`src/rtl/axi_node_pkg.sv`:
```
// Shared constants for the AXI node response path.
//   FIFO_DEPTH    : number of buffered responses in the response FIFO
//   ERR_CNT_WIDTH : width of the saturating dropped-response counter
//   sat_inc       : saturating increment for the error counter
package axi_node_pkg;

    localparam int FIFO_DEPTH    = 2;
    localparam int ERR_CNT_WIDTH = 8;

    function automatic logic [ERR_CNT_WIDTH-1:0] sat_inc(input logic [ERR_CNT_WIDTH-1:0] v);
        logic [ERR_CNT_WIDTH-1:0] r;
        r = (v == '1) ? v : v + 1'b1;
        return r;
    endfunction

endpackage

```
`src/rtl/axi_response_fifo2.sv`:
```
// Generic in-order FIFO of FIFO_DEPTH (2) entries.
// Ports:
//   clk, rst_n : clock, async active-low reset (empties the FIFO)
//   push       : write push_data (ignored while full)
//   push_data  : entry to enqueue
//   pop        : drop the head entry (ignored while empty)
//   full/empty : occupancy flags, driven from the count register only
//   head_data  : current head entry (undefined while empty)
module axi_response_fifo2
    import axi_node_pkg::*;
#(
    parameter int WIDTH = 8
) (
    input  logic             clk,
    input  logic             rst_n,
    input  logic             push,
    input  logic [WIDTH-1:0] push_data,
    input  logic             pop,
    output logic             full,
    output logic             empty,
    output logic [WIDTH-1:0] head_data
);

    localparam int PTR_W = $clog2(FIFO_DEPTH);
    localparam int CNT_W = $clog2(FIFO_DEPTH + 1);

    logic [WIDTH-1:0] mem [FIFO_DEPTH];
    logic [PTR_W-1:0] wr_ptr;
    logic [PTR_W-1:0] rd_ptr;
    logic [CNT_W-1:0] count;
    logic             do_push;
    logic             do_pop;

    assign full      = (count == CNT_W'(FIFO_DEPTH));
    assign empty     = (count == '0);
    assign do_push   = push && !full;
    assign do_pop    = pop && !empty;
    assign head_data = mem[rd_ptr];

    always_ff @(posedge clk or negedge rst_n) begin
        if (!rst_n) begin
            wr_ptr <= '0;
            rd_ptr <= '0;
            count  <= '0;
        end else begin
            if (do_push) wr_ptr <= wr_ptr + 1'b1;
            if (do_pop)  rd_ptr <= rd_ptr + 1'b1;
            case ({do_push, do_pop})
                2'b10:   count <= count + 1'b1;
                2'b01:   count <= count - 1'b1;
                default: count <= count;
            endcase
        end
    end

    // Storage needs no reset: contents are only observed behind a valid count.
    always_ff @(posedge clk) begin
        if (do_push) mem[wr_ptr] <= push_data;
    end

endmodule

```
`src/rtl/axi_response_router.sv`:
```
// Routes incoming AXI responses to one of N_MASTER master ports using the
// master index carried in the top LOG_MASTER bits of the response ID.
// Ports:
//   clk, rst_n    : clock, async active-low reset
//   data_req_i    : incoming response valid
//   data_AUX_i    : incoming payload
//   data_ID_i     : incoming ID (master index in the top bits)
//   data_gnt_o    : incoming response accepted (FIFO not full)
//   data_req_o    : per-master response valid (one-hot or zero)
//   data_AUX_o    : head payload broadcast to every master slice
//   data_ID_o     : head ID with index stripped, broadcast to every slice
//   data_gnt_i    : per-master ready
//   clear_err_i   : clears err_o / err_cnt_o
//   err_o         : sticky out-of-range-index flag
//   err_cnt_o     : saturating count of dropped responses
module axi_response_router
    import axi_node_pkg::*;
#(
    parameter int AUX_WIDTH  = 64,
    parameter int ID_WIDTH   = 20,
    parameter int N_MASTER   = 5,
    parameter int LOG_MASTER = $clog2(N_MASTER)
) (
    input  logic                                     clk,
    input  logic                                     rst_n,
    input  logic                                     data_req_i,
    input  logic [AUX_WIDTH-1:0]                     data_AUX_i,
    input  logic [ID_WIDTH-1:0]                      data_ID_i,
    output logic                                     data_gnt_o,
    output logic [N_MASTER-1:0]                      data_req_o,
    output logic [N_MASTER*AUX_WIDTH-1:0]            data_AUX_o,
    output logic [N_MASTER*(ID_WIDTH-LOG_MASTER)-1:0] data_ID_o,
    input  logic [N_MASTER-1:0]                      data_gnt_i,
    input  logic                                     clear_err_i,
    output logic                                     err_o,
    output logic [ERR_CNT_WIDTH-1:0]                 err_cnt_o
);

    localparam int SID_W   = ID_WIDTH - LOG_MASTER;
    localparam int ENTRY_W = LOG_MASTER + SID_W + AUX_WIDTH;

    logic [LOG_MASTER-1:0] in_idx;
    logic                  in_range;
    logic                  accept;
    logic                  push;
    logic                  drop;
    logic                  pop;
    logic                  fifo_full;
    logic                  fifo_empty;
    logic [ENTRY_W-1:0]    push_data;
    logic [ENTRY_W-1:0]    head_data;
    logic [LOG_MASTER-1:0] head_idx;
    logic [SID_W-1:0]      head_id;
    logic [AUX_WIDTH-1:0]  head_aux;

    assign in_idx    = data_ID_i[ID_WIDTH-1 -: LOG_MASTER];
    assign in_range  = (int'(in_idx) < N_MASTER);
    assign accept    = data_req_i && data_gnt_o;
    assign push      = accept && in_range;
    assign drop      = accept && !in_range;
    assign push_data = {in_idx, data_ID_i[SID_W-1:0], data_AUX_i};

    // Full comes straight from the FIFO count register, so the input-side
    // grant never depends combinationally on any master's ready.
    assign data_gnt_o = !fifo_full;

    axi_response_fifo2 #(
        .WIDTH(ENTRY_W)
    ) u_fifo (
        .clk      (clk),
        .rst_n    (rst_n),
        .push     (push),
        .push_data(push_data),
        .pop      (pop),
        .full     (fifo_full),
        .empty    (fifo_empty),
        .head_data(head_data)
    );

    assign {head_idx, head_id, head_aux} = head_data;

    always_comb begin
        data_req_o = '0;
        for (int m = 0; m < N_MASTER; m++) begin
            data_req_o[m] = !fifo_empty && (int'(head_idx) == m);
        end
    end

    // Masking with data_req_o ignores ready from masters that are not the target.
    assign pop = |(data_req_o & data_gnt_i);

    assign data_AUX_o = {N_MASTER{head_aux}};
    assign data_ID_o  = {N_MASTER{head_id}};

    always_ff @(posedge clk or negedge rst_n) begin
        if (!rst_n) begin
            err_o     <= 1'b0;
            err_cnt_o <= '0;
        end else if (clear_err_i) begin
            err_o     <= 1'b0;
            err_cnt_o <= '0;
        end else if (drop) begin
            err_o     <= 1'b1;
            err_cnt_o <= sat_inc(err_cnt_o);
        end
    end

endmodule

```
`config.mk`:
```
export PLATFORM = sky130hd
export DESIGN_NAME = axi_response_router
export DESIGN_NICKNAME = d
export VERILOG_FILES = /design/src/rtl/axi_node_pkg.sv /design/src/rtl/axi_response_fifo2.sv /design/src/rtl/axi_response_router.sv
export SDC_FILE = /design/constraint.sdc
export NUM_CORES = 1
export LEC_CHECK = 0
export BUFFER_PORTS_ARGS = -buffer_cell sky130_fd_sc_hd__buf_2
export CAP_MARGIN = 30
export CORE_AREA = 8 8 192 194
export CTS_CLUSTER_DIAMETER = 50
export DETAILED_ROUTE_END_ITERATION = 12
export DIE_AREA = 0 0 200 202
export GPL_TIMING_DRIVEN = 0
export PLACE_DENSITY = 0.51
export SLEW_MARGIN = 20
export SYNTH_ARGS = -nofsm -noshare
export SYNTH_HDL_FRONTEND = slang
export SYNTH_SLANG_ARGS = --single-unit
```
`constraint.sdc`:
```
create_clock -name clk -period 6.2 [get_ports clk]
set_clock_uncertainty 0.05 [all_clocks]
set_input_delay 0.31 -clock clk [delete_from_list [all_inputs] [get_ports clk]]
set_output_delay 0.31 -clock clk [all_outputs]
set_load 0.02 [all_outputs]
```
# == Word-level counts from Yosys, hierarchy flattened ==
# Memory sizes are Yosys's and may differ from the RTL's.
# Cells that the tools add are included.
# Widths: inputs -> output; s select.
# word_totals
ff_bits,13
ram_bits,168
in_bits,93
out_inout_bits,420
wordCells,49
memories,1
# op_classes
add_sub_neg,5
order_cmp,1
eq_ne,9
muxes,8
bitwise_logic,1
n_reduce_logical,19
# memory_table
name,depth,word_bits,rd,rd_clocked_by_memory_dff,write_ports,line,source
u_fifo.mem,2,84,1,0,1,axi_response_fifo2.sv:27,logic [WIDTH-1:0] mem [FIFO_DEPTH];
# op_table
cell,n
$mux 8,3
$logic_and 1x1->1,10
$eq 3x3->1 const B,3
$add 8x1->8 const B,1
$eq 8x8->1 const B,1
$and 5x5->5,1
$reduce_or 5->1,1
$eq 2x2->1 const B,2
$mux 1,4
$pmux 2 s2,1
$reduce_bool 2->1,2
$eq 3x2->1 const B,1
$logic_not 1->1,3
$logic_not 3->1,1
$lt 3x3->1 const B,1
$add 1x1->1 const B,2
$add 2x1->2 const B,1
$eq 2x1->1 const B,1
$logic_not 2->1,1
$ne 2x2->1 const B,1
$reduce_and 2->1,1
$sub 2x1->2 const B,1

# == Logic depth before layout (Yosys ltp) ==
# Gate-level depths: netlist of run 1.
# logic_depth
depth_word,8
ltp_mapped,8
depth_no_buf,7

# == Modules after synthesis ==
# Synthesis of run 1 repeated with hierarchy kept, for this count alone.
# unflattened
hier_cells,668
hier_area_um2,9282.7
# modules_own_cells
mod,n_inst,cells_each,area_each_um2,seq_area_each_um2
axi_response_fifo2,1,279,6263.5,5144.9
axi_response_router,1,389,3019.1,225.2

# == Worst setup path after synthesis of run 1 ==
# OpenSTA, ideal clock, no wires.
# synth_path
kind,reg-to-reg
from,register u_fifo.count[0]
to,memory u_fifo.mem[0][0] in the netlist's numbering (enable)
setup_time_ps,527
arrival_time_ps,4308
required_time_ps,5623
setup_slack_ps,1314
stages_incl_launch_ff,5
n_path_buf,1
synth_period_minus_slack_ps,4886
cell_sequence,dfrtp_1 -> buf_6 -> nand2b_4 -> nand3b_1 -> nor2_1
# synth_between
elab_chain_len,7
# synth_lines
element,line,source
from (decl),axi_response_fifo2.sv:30,logic [CNT_W-1:0] count;
from (signal assigned),axi_response_fifo2.sv:49,2'b10: count <= count + 1'b1;
from (signal assigned),axi_response_fifo2.sv:50,2'b01: count <= count - 1'b1;
from (signal assigned),axi_response_fifo2.sv:51,default: count <= count;
$eq 2x2->1 *,axi_response_fifo2.sv:34,assign full = (count == CNT_W'(FIFO_DEPTH));
$logic_not 1->1 *,axi_response_router.sv:65,assign data_gnt_o = !fifo_full;
net data_gnt_o,axi_response_router.sv:29,"output logic data_gnt_o,"
$logic_and 1x1->1,axi_response_router.sv:58,assign accept = data_req_i && data_gnt_o;
$logic_and 1x1->1,axi_response_router.sv:59,assign push = accept && in_range;
$logic_and 1x1->1 *,axi_response_fifo2.sv:36,assign do_push = push && !full;
$mux 1 *,axi_response_fifo2.sv:58,if (do_push) mem[wr_ptr] <= push_data;
$mux 1 (implied by the code) *,axi_response_fifo2.sv:58,
to (decl),axi_response_fifo2.sv:27,
# The timed path passes the listed nets; every way through them passes the cells marked *.

# == Worst setup path in the final report of run 1 ==
# layout_path
from,register u_fifo.rd_ptr
to,output port data_ID_o[32]
# layout_between
elab_chain_len,1
# layout_lines
element,line,source
from (decl),axi_response_fifo2.sv:29,logic [PTR_W-1:0] rd_ptr;
from (signal assigned),axi_response_fifo2.sv:47,if (do_pop) rd_ptr <= rd_ptr + 1'b1;
$mem_v2 2x84,-,
to (decl),axi_response_router.sv:32,"output logic [N_MASTER*(ID_WIDTH-LOG_MASTER)-1:0] data_ID_o,"
# No other way between the ends.

==> qor.txt, run 1 <==
CTS tree: yes
MaxCap Viol Count: 0
Post-Synthesis Net Count: 769
Crit Path Class: reg -> out
Drt first pass iters: 4
Critical Path End: data_ID_o[32]
Row cnt: 68
Core area: 0.0339 sq mm
Final nets: 1,339
First-pass GRT wire length: 39,400 um
DR WL/cell: 16.0 um
DP HPWL: 21,900 um
P_leak: 6.36 nW
Worst rel slew slack: 57.1%
Io pins: 513
Initial antenna violation count: 3
Cell variety after synth: 43
Fillers: 3,327
Worst R2R Start: u_fifo.count[0]$_DFFE_PN0P_
Status: finished, final reports clean
I/O Buffers: 512
Peak VDD IR: 0.238 mV
Hold Fails Final Rpt: 0
Vias in the first global route: 6,558
Buffer depth of the longest clock path: 2
CTS Hold Buffers Added: 10
Die Y: 202 um
TritonCTS buffer count: 17
Max Freq: 0.350 GHz
Top FF cell, synth: edfxtp_1
CP Max Fanout: 10
Initial DRC Count: 153
CTS H-tree depth: 4
Hold Slack: 0.0276 ns
Post-synth EDFFs: 168
Total power: 0.00718 W
Mapped Cells: 674
Largest net degree at the start of global routing: 20
Slowest stage delay, CP: 0.48 ns
Synth top cells by count: 325 x buf_4, 168 x edfxtp_1, 84 x mux2_2, 13 x dfrtp_1, 11 x nor2_1
Crit path launch: u_fifo.rd_ptr$_DFFE_PN0P_
FFs w/ async S/R, synth: 7.18%
Count leader, synth: buf_4
Cell Area, Placed: 0.0127 sq mm
Critical path arrival: 2.50 ns
Pwr Density: 529 mW/mm^2
Die area: 0.0404 sq mm
Post-route ant nets: 0
Worst-path clk slew: 0.07 ns
Least-Margin Pin Slew: 0.642 ns
Clock Sinks: 181
Startpoint types: register
Post-CTS Setup Inserts: 0
Worst-Skew Late Latency: 0.42 ns
Share of layout cells above drive strength 1: 77.8%
CTS resizes: 0
Global placement routability congestion: 0.735
Reg2reg end: u_fifo.mem[0][80]$_DFFE_PP_
Synth-to-layout area growth: 45.5%
Gr usage total: 12.7%
Sequential share of the synthesized area: 57.6%
Worst setup EP type: primary output
# diodes: 0
Hold Path Stages: 1
Post-route cell area: 0.0136 sq mm
Total grt overflow: 0
Largest area contributor in the netlist: edfxtp_1
Synth warn: 0
Crit share post-route: 46.1%
Synth top area share: 54.1%
Die Wd: 200 um
Setup violators final: 0
Vias per cell: 3.80
Mapped Avg Cell Area: 13.8 sq um
Yosys reg bits: 181
Vias: 6,509
Required @ worst endpoint: 5.84 ns
Setup TNS: 0 ns
Fin. max-slew vios: 0
Mapped cell area: 0.00933 sq mm
Worst Hold Class: in -> reg
RSZ-0062 raised after global routing: false
Clock period minus worst slack: 2.86 ns
Routed Wire Length: 27,400 um
DRC Markers: 0
Cells taking the most area after synthesis: edfxtp_1 54%, buf_4 26%, mux2_2 10%
Reg-to-reg slack, setup: 3.92 ns
Slowest CP cell: mux2_2
Clk Tree Root Cell: clkbuf_16
R2R cell count: 6
Critical path, cell by cell: buf_4 -> buf_2 -> buf_2 -> mux2_2 -> buf_4 -> buf_2
Most frequent CP cell: buf_2
Initial core utilization: 27.5%
==> layout by cell type (no fill, tap or decap), types with 3 or more instances in the layout <==
cell           count
inv_8              5
dlygate4sd3_1     30
edfxtp_1         168
buf_4            325
o21ai_0            4
nor2_1             9
o41ai_1            3
dfrtp_1           13
nand2_1            5
clkbuf_16         17
mux2_2            84
mux2i_1            3
inv_6              6
inv_1              4
a21oi_1            5
buf_2            521
xnor2_1            3
buf_16             8
==> stage by stage <==
| stage | cells | worst slack (ns) | util [%] |
|---|---|---|---|
| after floorplan | 674 | 1.31 | - |
| after global placement | 1641 | -1.73 | 36.7 |
| after detailed placement | 1650 | 3.68 | 37.5 |
| after CTS | 1692 | 3.21 | 39.4 |
| after global routing | 1712 | 3.15 | 40.0 |
| final | 1712 | 3.34 | 40.0 |
==> how the worst min path moves through the flow <==
stage	endpoint	startpoint	slack, ns
after floorplan	err_cnt_o[0]$_DFFE_PN0P_	rst_n	-0.04
after global placement	err_o$_DFFE_PN0P_	rst_n	0.19
after detailed placement	u_fifo.count[1]$_DFFE_PN0P_	rst_n	0.19
after CTS	u_fifo.mem[0][62]$_DFFE_PP_	data_AUX_i[62]	0.00004
after global routing	u_fifo.mem[0][40]$_DFFE_PP_	data_AUX_i[40]	0.000008
final	u_fifo.mem[0][58]$_DFFE_PP_	data_AUX_i[58]	0.03
==> sequential cells by signal, summed over array words and instances, names as in the netlist <==
| name | flops |
|---|---|
| u_fifo.rd_ptr | 1 |
| u_fifo.wr_ptr | 1 |
| u_fifo.mem | 168 |
| u_fifo.count | 2 |
| err_cnt_o | 8 |
| err_o | 1 |
==> logic make-up (layout without fill, tap and decap cells) <==
kind of cell    count (synthesis)  after routing  synth area share [%]
compound gates                 20             20                  1.53
xor+xnor                        5              5                 0.469
fa+ha+maj                       2              2                 0.268
buf+inv                       340            923                  27.0
flops                         181            181                  57.6
mux                            88             88                  10.7
simple gates                   38             38                  2.52
==> routing by layer <==
layer  vias up  share of wire [%]  GRT usage (%)  routed length (um)
met1      3059                 38           14.3               10500
met5         -               0.16              0                  44
met4         6               0.59           2.18                 161
li1       3170                  -              -                   -
met2       260                 52           23.1               14200
met3        14                9.2           4.27                2530
==> critical path, delay by kind of cell, from the launching register on <==
kind,cells,cell delay [ns]
DFF,1,0.32
buffers and inverters,5,1.27
muxes,1,0.48
==> area by class of cell <==
cell class              instances  area [sq um]  share of cell area [%]
inverters                       4          15.0                   0.111
clock inverters                15           131                   0.968
plain buffers                 336          2500                    18.4
repair buffers                551          3100                    22.9
multi-input cells             153          1460                    10.8
clock buffers                  17           425                    3.13
flip-flops and latches        181          5370                    39.6
well taps                     455           569                    4.19
==> report_power, final <==
group | total (W) | internal, W | switching, W
combinational | 0.00455 | 0.00200 | 0.00256
clock | 0.00104 | 0.000534 | 0.000507
sequential | 0.00159 | 0.00154 | 0.0000466
total | 0.00718 | 0.00407 | 0.00311
No activity file was read; power rests on OpenSTA's default activity.
==> run 2: changes to the inputs <==
- clock period: 6.2 -> 2.7 ns (I/O delays scaled with it)
==> run 2 against run 1 <==
Setup slack lost 3.0 ns. Total power rose by 130%. Clock power up 140%. Sequential share of layout area shrank 1.5 points. Combinational power grew 130%. Flip-flop and latch count did not move. Non-clock buffer count is 54 higher. Highest routed layer unchanged.
==> qor.txt, run 2 (same netlist as run 1, synthesis figures left out) <==
Status: finished, final reports clean (unchanged)
Register area: 0.00537 sq mm (unchanged)
Top reg by flops: u_fifo.mem (unchanged)
CP Max Fanout: 19 (was 10)
Top delay family on crit path: buffers and inverters (unchanged)
Met1 WL: 10,200 um (was 10,500 um)
RSZ-0062 raised after global routing: false (unchanged)
Crit share post-route: 86.3%
DR top layer: met5 (unchanged)
Slowest CP cell: mux2_2 (unchanged)
Largest net degree at the start of global routing: 24 (was 20)
Die area: 0.0404 sq mm (unchanged)
CTS tree: yes (unchanged)
Core area: 0.0339 sq mm (unchanged)
Fillers: 3,337 (was 3,327)
Required @ worst endpoint: 2.52 ns (was 5.84 ns)
CTS H-tree depth: 4 (unchanged)
I/O Buffers: 512 (unchanged)
Startpoint types: register (unchanged)
# diodes: 0 (unchanged)
Max Freq: 0.429 GHz
NetSw: 0.00711 W (was 0.00311 W)
Area of the multi-input gates: 0.00146 sq mm (unchanged)
First-pass GRT wire length: 39,600 um (was 39,400 um)
Initial core utilization: 27.5% (unchanged)
Final nets: 1,393 (was 1,339)
Vias in the first global route: 7,101 (was 6,558)
Die Y: 202 um (unchanged)
DR WL/cell: 15.4 um (was 16.0 um)
Top flop regs: u_fifo.mem (168), err_cnt_o (8), u_fifo.count (2) (unchanged)
Vias: 6,725 (was 6,509)
Least-Margin Pin Slew: 0.442 ns (was 0.642 ns)
Synth-to-layout area growth: 51.4% (was 45.5%)
MaxCap Viol Count: 0 (unchanged)
Setup TNS: 0 ns (unchanged)
Clk pwr share: 15.0% (was 14.5%)
PnR worst setup slack: 0.371 ns (was 3.34 ns)
Routed Wire Length: 27,100 um (was 27,400 um)
Setup violators final: 0 (unchanged)
Worst Hold Class: in -> reg (unchanged)
Vias per cell: 3.81 (was 3.80)
Initial antenna violation count: 1 (was 3)
Clock Sinks: 181 (unchanged)
Largest register FFs: 168 (unchanged)
Global placement routability congestion: 0.716 (was 0.735)
Internal cell power: 0.00954 W (was 0.00407 W)
Most frequent cells in the layout: 519 x buf_2, 326 x buf_4, 168 x edfxtp_1 (was 521 x buf_2, 325 x buf_4, 168 x edfxtp_1)
Gr usage total: 12.6% (was 12.7%)
Initial DRC Count: 148 (was 153)
Seq pwr share: 21.9% (was 22.1%)
Peak VDD IR: 0.691 mV (was 0.238 mV)
Util after Layout: 41.6% (was 40.0%)
Worst-Skew Late Latency: 0.43 ns (was 0.42 ns)
Worst rel slew slack: 70.5% (was 57.1%)
Clk Tree Root Cell: clkbuf_16 (unchanged)
DP Worst Slack: 0.347 ns (was 3.68 ns)
Met2 WL: 14,300 um (was 14,200 um)
Worst-path clk slew: 0.07 ns (about the same)
Post-CTS Setup Inserts: 0 (unchanged)
Critical path arrival: 2.14 ns (was 2.50 ns)
Switch share: 42.7% (was 43.3%)
Slowest stage delay, CP: 0.45 ns (was 0.48 ns)
Pwr Density: 1180 mW/mm^2 (was 529 mW/mm^2)
Critical path, cell by cell: buf_4 -> buf_2 -> mux2_2 -> buf_4 -> buf_2 (was buf_4 -> buf_2 -> buf_2 -> mux2_2 -> buf_4 -> buf_2)
Die Wd: 200 um (unchanged)
Post-route ant nets: 0 (unchanged)
Fin. max-slew vios: 0 (unchanged)
P_leak: 6.59 nW (was 6.36 nW)
WP buf/inv: 4 (was 5)
Buffer depth of the longest clock path: 2 (unchanged)
Total grt overflow: 0 (unchanged)
Logic gate share of total power: 63.1% (was 63.4%)
DP HPWL: 21,400 um (was 21,900 um)
Crit Path Class: reg -> out (unchanged)
Io pins: 513 (unchanged)
Hold Fails Final Rpt: 0 (unchanged)
Met3 wire length: 2420 um (was 2530 um)
Most common cell after layout, fill and taps aside: buf_2 (unchanged)
DRC Markers: 0 (unchanged)
Row cnt: 68 (unchanged)
Worst setup EP type: primary output (unchanged)
Share of layout cells above drive strength 1: 74.5% (was 77.8%)
Drt first pass iters: 4 (unchanged)
Clock period minus worst slack: 2.33 ns
TritonCTS buffer count: 17 (unchanged)
-- run 2: changes by cell type in the layout (fill, tap and decap cells not counted), sizes merged --
cell | before | now
clkinv | 4 | 5
dlygate4sd3 | 30 | 86
clkbuf | 18 | 23
inv | 15 | 9
buf | 856 | 854
-- run 2: final timing paths --
| check | slack [ns] | cells past startpoint | endpoint | start |
|---|---|---|---|---|
| setup / recovery | 0.37 | 5 | data_AUX_o[166] | u_fifo.rd_ptr$_DFFE_PN0P_ |
| hold / removal | 0.05 | 3 | err_cnt_o[3]$_DFFE_PN0P_ | clear_err_i |
| setup reg to reg | 0.51 | 7 | u_fifo.count[1]$_DFFE_PN0P_ | u_fifo.rd_ptr$_DFFE_PN0P_ |
| hold reg to reg | 0.47 | 2 | err_o$_DFFE_PN0P_ | err_o$_DFFE_PN0P_ |
| max in group asynchronous | 2.30 | 2 | u_fifo.count[0]$_DFFE_PN0P_ | rst_n |
| min in group asynchronous | 0.07 | 2 | err_o$_DFFE_PN0P_ | rst_n |
-- run 2: per-layer routing --
| layer | GRT usage (%) | vias up |
|---|---|---|
| met5 | 0 | - |
| met4 | 2.86 | 2 |
| met3 | 3.84 | 16 |
| met2 | 23.7 | 272 |
| met1 | 13.4 | 3149 |
| li1 | - | 3286 |
-- run 2: worst register-to-register path, stage by stage, from the launching register on --
cell and delay (ns):
dfrtp_1 0.32, buf_4 0.28, mux2i_4 0.35, o211ai_1 0.19, o221ai_2 0.31, ha_1 0.31, nor2_1 0.14, xor2_1 0.16
-- run 2: through the flow --
step | hold WS (ns) | instance area, sq um | std cells | power, W
after detailed placement | -0.00610 | 12700 | 1649 | 0.0143
after global routing | 0.0499 | 14100 | 1766 | 0.0176
after CTS | 0.0240 | 14100 | 1767 | 0.0170
after floorplan | -0.211 | 9340 | 674 | 0.0111
final | 0.0483 | 14100 | 1766 | 0.0167
after global placement | 0.00148 | 12500 | 1641 | 0.0142
-- run 2: power by group through the flow --
stage / Sequential [W] / Clock [W] / Combinational (W)
3_3_place_gp: 0.00376 / 0 / 0.0104
5_1_grt: 0.00368 / 0.00270 / 0.0112
6_report: 0.00365 / 0.00250 / 0.0105
2_1_floorplan: 0.00373 / 0 / 0.00733
4_1_cts: 0.00365 / 0.00259 / 0.0107
3_5_place_dp: 0.00372 / 0 / 0.0106
-- run 2: timing repair --
item,4_1_cts,5_1_grt
resized for setup,1,0
hold buffers,86,0
hold endpoints to repair,182,0
setup endpoints to repair,44,41
-- run 2: cell type report --
cell class	instances	share of cell area [%]
clock buffers	22	3.69
plain buffers	335	17.7
inverters	4	0.106
repair buffers	606	25.6
multi-input cells	153	10.3
flip-flops and latches	181	38.0
well taps	455	4.03
clock inverters	10	0.549
==> run 3: changes to the inputs <==
- PLACE_DENSITY: 0.51 -> not set
==> run 3 against run 2 <==
Maximum frequency down 4.5%. Total power fell by 0.35%. Setup slack worse by 0.11 ns. Clock power about the same. Core utilization down 0.20 points. Via count up 0.52%. Critical path depth is 2 higher. Non-clock buffer count decreased by 2. Die area unchanged. First-iteration DRC count rose by 1.4%. Largest cell class unchanged.
==> qor.txt, run 3 (same netlist as run 1, synthesis figures left out) <==
Status: finished, final reports clean (unchanged)
Seq pwr share: 22.0% (was 21.9%)
Hold Fails Final Rpt: 0 (unchanged)
Worst-path clk slew: 0.08 ns (was 0.07 ns)
TritonCTS buffer count: 17 (unchanged)
Fin. max-slew vios: 0 (unchanged)
Switch share: 43.2% (was 42.7%)
Util after Layout: 41.4% (was 41.6%)
Setup violators final: 0 (unchanged)
Initial antenna violation count: 0 (was 1)
Die area: 0.0404 sq mm (unchanged)
Top delay family on crit path: buffers and inverters (unchanged)
Routed Wire Length: 26,400 um (was 27,100 um)
Largest register FFs: 168 (unchanged)
Die Wd: 200 um (unchanged)
P_leak: 6.56 nW (was 6.59 nW)
Initial DRC Count: 150 (was 148)
M1 GR Usage: 13.0% (was 13.4%)
Worst Hold Class: in -> reg (unchanged)
DRC Markers: 0 (unchanged)
Most common cell after layout, fill and taps aside: buf_2 (unchanged)
Post-route ant nets: 0 (unchanged)
I/O Buffers: 512 (unchanged)
Die Y: 202 um (unchanged)
Critical path, cell by cell: dlygate4sd3_1 -> buf_2 -> o21a_1 -> nand3b_1 -> nor2_4 -> buf_12 -> buf_16 (was buf_4 -> buf_2 -> mux2_2 -> buf_4 -> buf_2)
Internal cell power: 0.00943 W (was 0.00954 W)
Global placement routability congestion: 0.747 (was 0.716)
Gr usage total: 12.2% (was 12.6%)
Crit Path Class: in -> reg (was reg -> out)
CTS tree: yes (unchanged)
Worst setup EP type: register (was primary output)
CTS H-tree depth: 4 (unchanged)
Drt first pass iters: 4 (unchanged)
Pwr Density: 1180 mW/mm^2 (about the same)
Hold Slack: 0.0417 ns (was 0.0483 ns)
Most frequent cells in the layout: 519 x buf_2, 325 x buf_4, 168 x edfxtp_1 (was 519 x buf_2, 326 x buf_4, 168 x edfxtp_1)
Register area: 0.00537 sq mm (unchanged)
Total grt overflow: 0 (unchanged)
Worst-Skew Late Latency: 0.43 ns (about the same)
Vias per cell: 3.83 (was 3.81)
Slowest CP cell: nor2_4 (was mux2_2)
# diodes: 0 (unchanged)
Fillers: 3,194 (was 3,337)
Logic gate share of total power: 63.0% (was 63.1%)
Post-CTS Setup Inserts: 0 (unchanged)
GR Layer Usage met3: 3.43% (was 3.84%)
Slowest stage delay, CP: 0.62 ns (was 0.45 ns)
GR met2 Demand/Resource: 22.8% (was 23.7%)
Peak VDD IR: 0.624 mV (was 0.691 mV)
Reg-to-reg slack, setup: 0.36 ns (was 0.51 ns)
First-pass GRT wire length: 38,900 um (was 39,600 um)
Clk pwr share: 15.0% (about the same)
Max Freq: 0.410 GHz (was 0.429 GHz)
Largest net degree at the start of global routing: 26 (was 24)
DP HPWL: 20,600 um (was 21,400 um)
WP buf/inv: 4 (unchanged)
Critical path arrival: 2.52 ns (was 2.14 ns)
Clock Sinks: 181 (unchanged)
Clock period minus worst slack: 2.44 ns (was 2.33 ns)
Core area: 0.0339 sq mm (unchanged)
Post-route cell area: 0.0141 sq mm (about the same)
Synth-to-layout area growth: 50.7% (was 51.4%)
Worst rel slew slack: 53.4% (was 70.5%)
Cell Area, Placed: 0.0126 sq mm (was 0.0127 sq mm)
Top reg by flops: u_fifo.mem (unchanged)
Initial core utilization: 27.5% (unchanged)
NetSw: 0.00716 W (was 0.00711 W)
RSZ-0062 raised after global routing: false (unchanged)
Vias: 6,760 (was 6,725)
DR WL/cell: 14.9 um (was 15.4 um)
Final nets: 1,391 (was 1,393)
CP Max Fanout: 22 (was 19)
Clk Tree Root Cell: clkbuf_16 (unchanged)
Vias in the first global route: 7,173 (was 7,101)
Least-Margin Pin Slew: 0.698 ns (was 0.442 ns)
Top flop regs: u_fifo.mem (168), err_cnt_o (8), u_fifo.count (2) (unchanged)
MaxCap Viol Count: 0 (unchanged)
Startpoint types: primary input (was register)
Area of the multi-input gates: 0.00146 sq mm (unchanged)
GR peak layer: met2 (unchanged)
Crit share post-route: 90.3% (was 86.3%)
Share of layout cells above drive strength 1: 74.4% (was 74.5%)
Buffer depth of the longest clock path: 2 (unchanged)
Io pins: 513 (unchanged)
Row cnt: 68 (unchanged)
Required @ worst endpoint: 2.78 ns (was 2.52 ns)
-- run 3: changes by cell type in the layout (fill, tap and decap cells not counted), sizes merged --
cell,before,now
clkbuf,23,18
inv,9,12
buf,854,852
bufinv,0,1
clkinv,5,6
-- run 3: what timing repair did --
| item | 4_1_cts | 5_1_grt |
|---|---|---|
| resized for setup | 2 | 0 |
| hold endpoints to repair | 182 | 0 |
| hold buffers | 86 | 0 |
| endpoints found under the setup margin | 50 | 9 |
-- run 3: final timing paths --
path	startpoint	end	cells past startpoint
min in group asynchronous	rst_n	err_cnt_o[4]$_DFFE_PN0P_	2
hold / removal	clear_err_i	err_cnt_o[5]$_DFFE_PN0P_	3
hold reg to reg	err_o$_DFFE_PN0P_	err_o$_DFFE_PN0P_	2
setup / recovery	data_ID_i[18]	u_fifo.mem[0][47]$_DFFE_PP_	7
setup reg to reg	u_fifo.count[0]$_DFFE_PN0P_	u_fifo.mem[0][47]$_DFFE_PP_	6
max in group asynchronous	rst_n	u_fifo.rd_ptr$_DFFE_PN0P_	2
-- run 3: layout make-up --
class / count / area share, %
Buffer: 335 / 17.8
Clock buffer: 17 / 3.03
Clock inverter: 15 / 1.13
Inverter: 4 / 0.107
Multi-Input combinational cell: 153 / 10.4
Sequential cell: 181 / 38.2
Tap cell: 455 / 4.05
Timing Repair Buffer: 604 / 25.3
-- run 3: routing by layer --
layer | share of wire, % | up-vias | wire (um)
li1 | - | 3282 | -
met1 | 38 | 3171 | 9980
met5 | 0 | - | 0
met2 | 52 | 286 | 13700
met4 | 1.4 | 0 | 360
met3 | 8.9 | 21 | 2340
-- run 3: through the flow --
stage / cells / setup TNS (ns) / setup WS, ns / power (W)
finish: 1764 / 0 / 0.262 / 0.0166
global placement: 1641 / -368.45 / -2.20 / 0.0141
floorplan: 674 / -134.28 / -0.799 / 0.0111
global route: 1764 / 0 / 0.100 / 0.0175
detailed placement: 1647 / 0 / 0.286 / 0.0142
CTS: 1765 / 0 / 0.0331 / 0.0169
-- run 3: tightest hold or removal path, delay by kind of cell --
family | cells | cell delay (ns)
AND/OR/NAND/NOR | 1 | 0.10
buffers and inverters | 1 | 0.11
multiplexers | 1 | 0.15
-- run 3: power by group through the flow --
| stage | combinational [W] | sequential [W] | clock (W) |
|---|---|---|---|
| finish | 0.0105 | 0.00366 | 0.00249 |
| global route | 0.0111 | 0.00369 | 0.00268 |
| CTS | 0.0106 | 0.00366 | 0.00259 |
| detailed placement | 0.0105 | 0.00372 | 0 |
| global placement | 0.0103 | 0.00376 | 0 |
| floorplan | 0.00733 | 0.00373 | 0 |
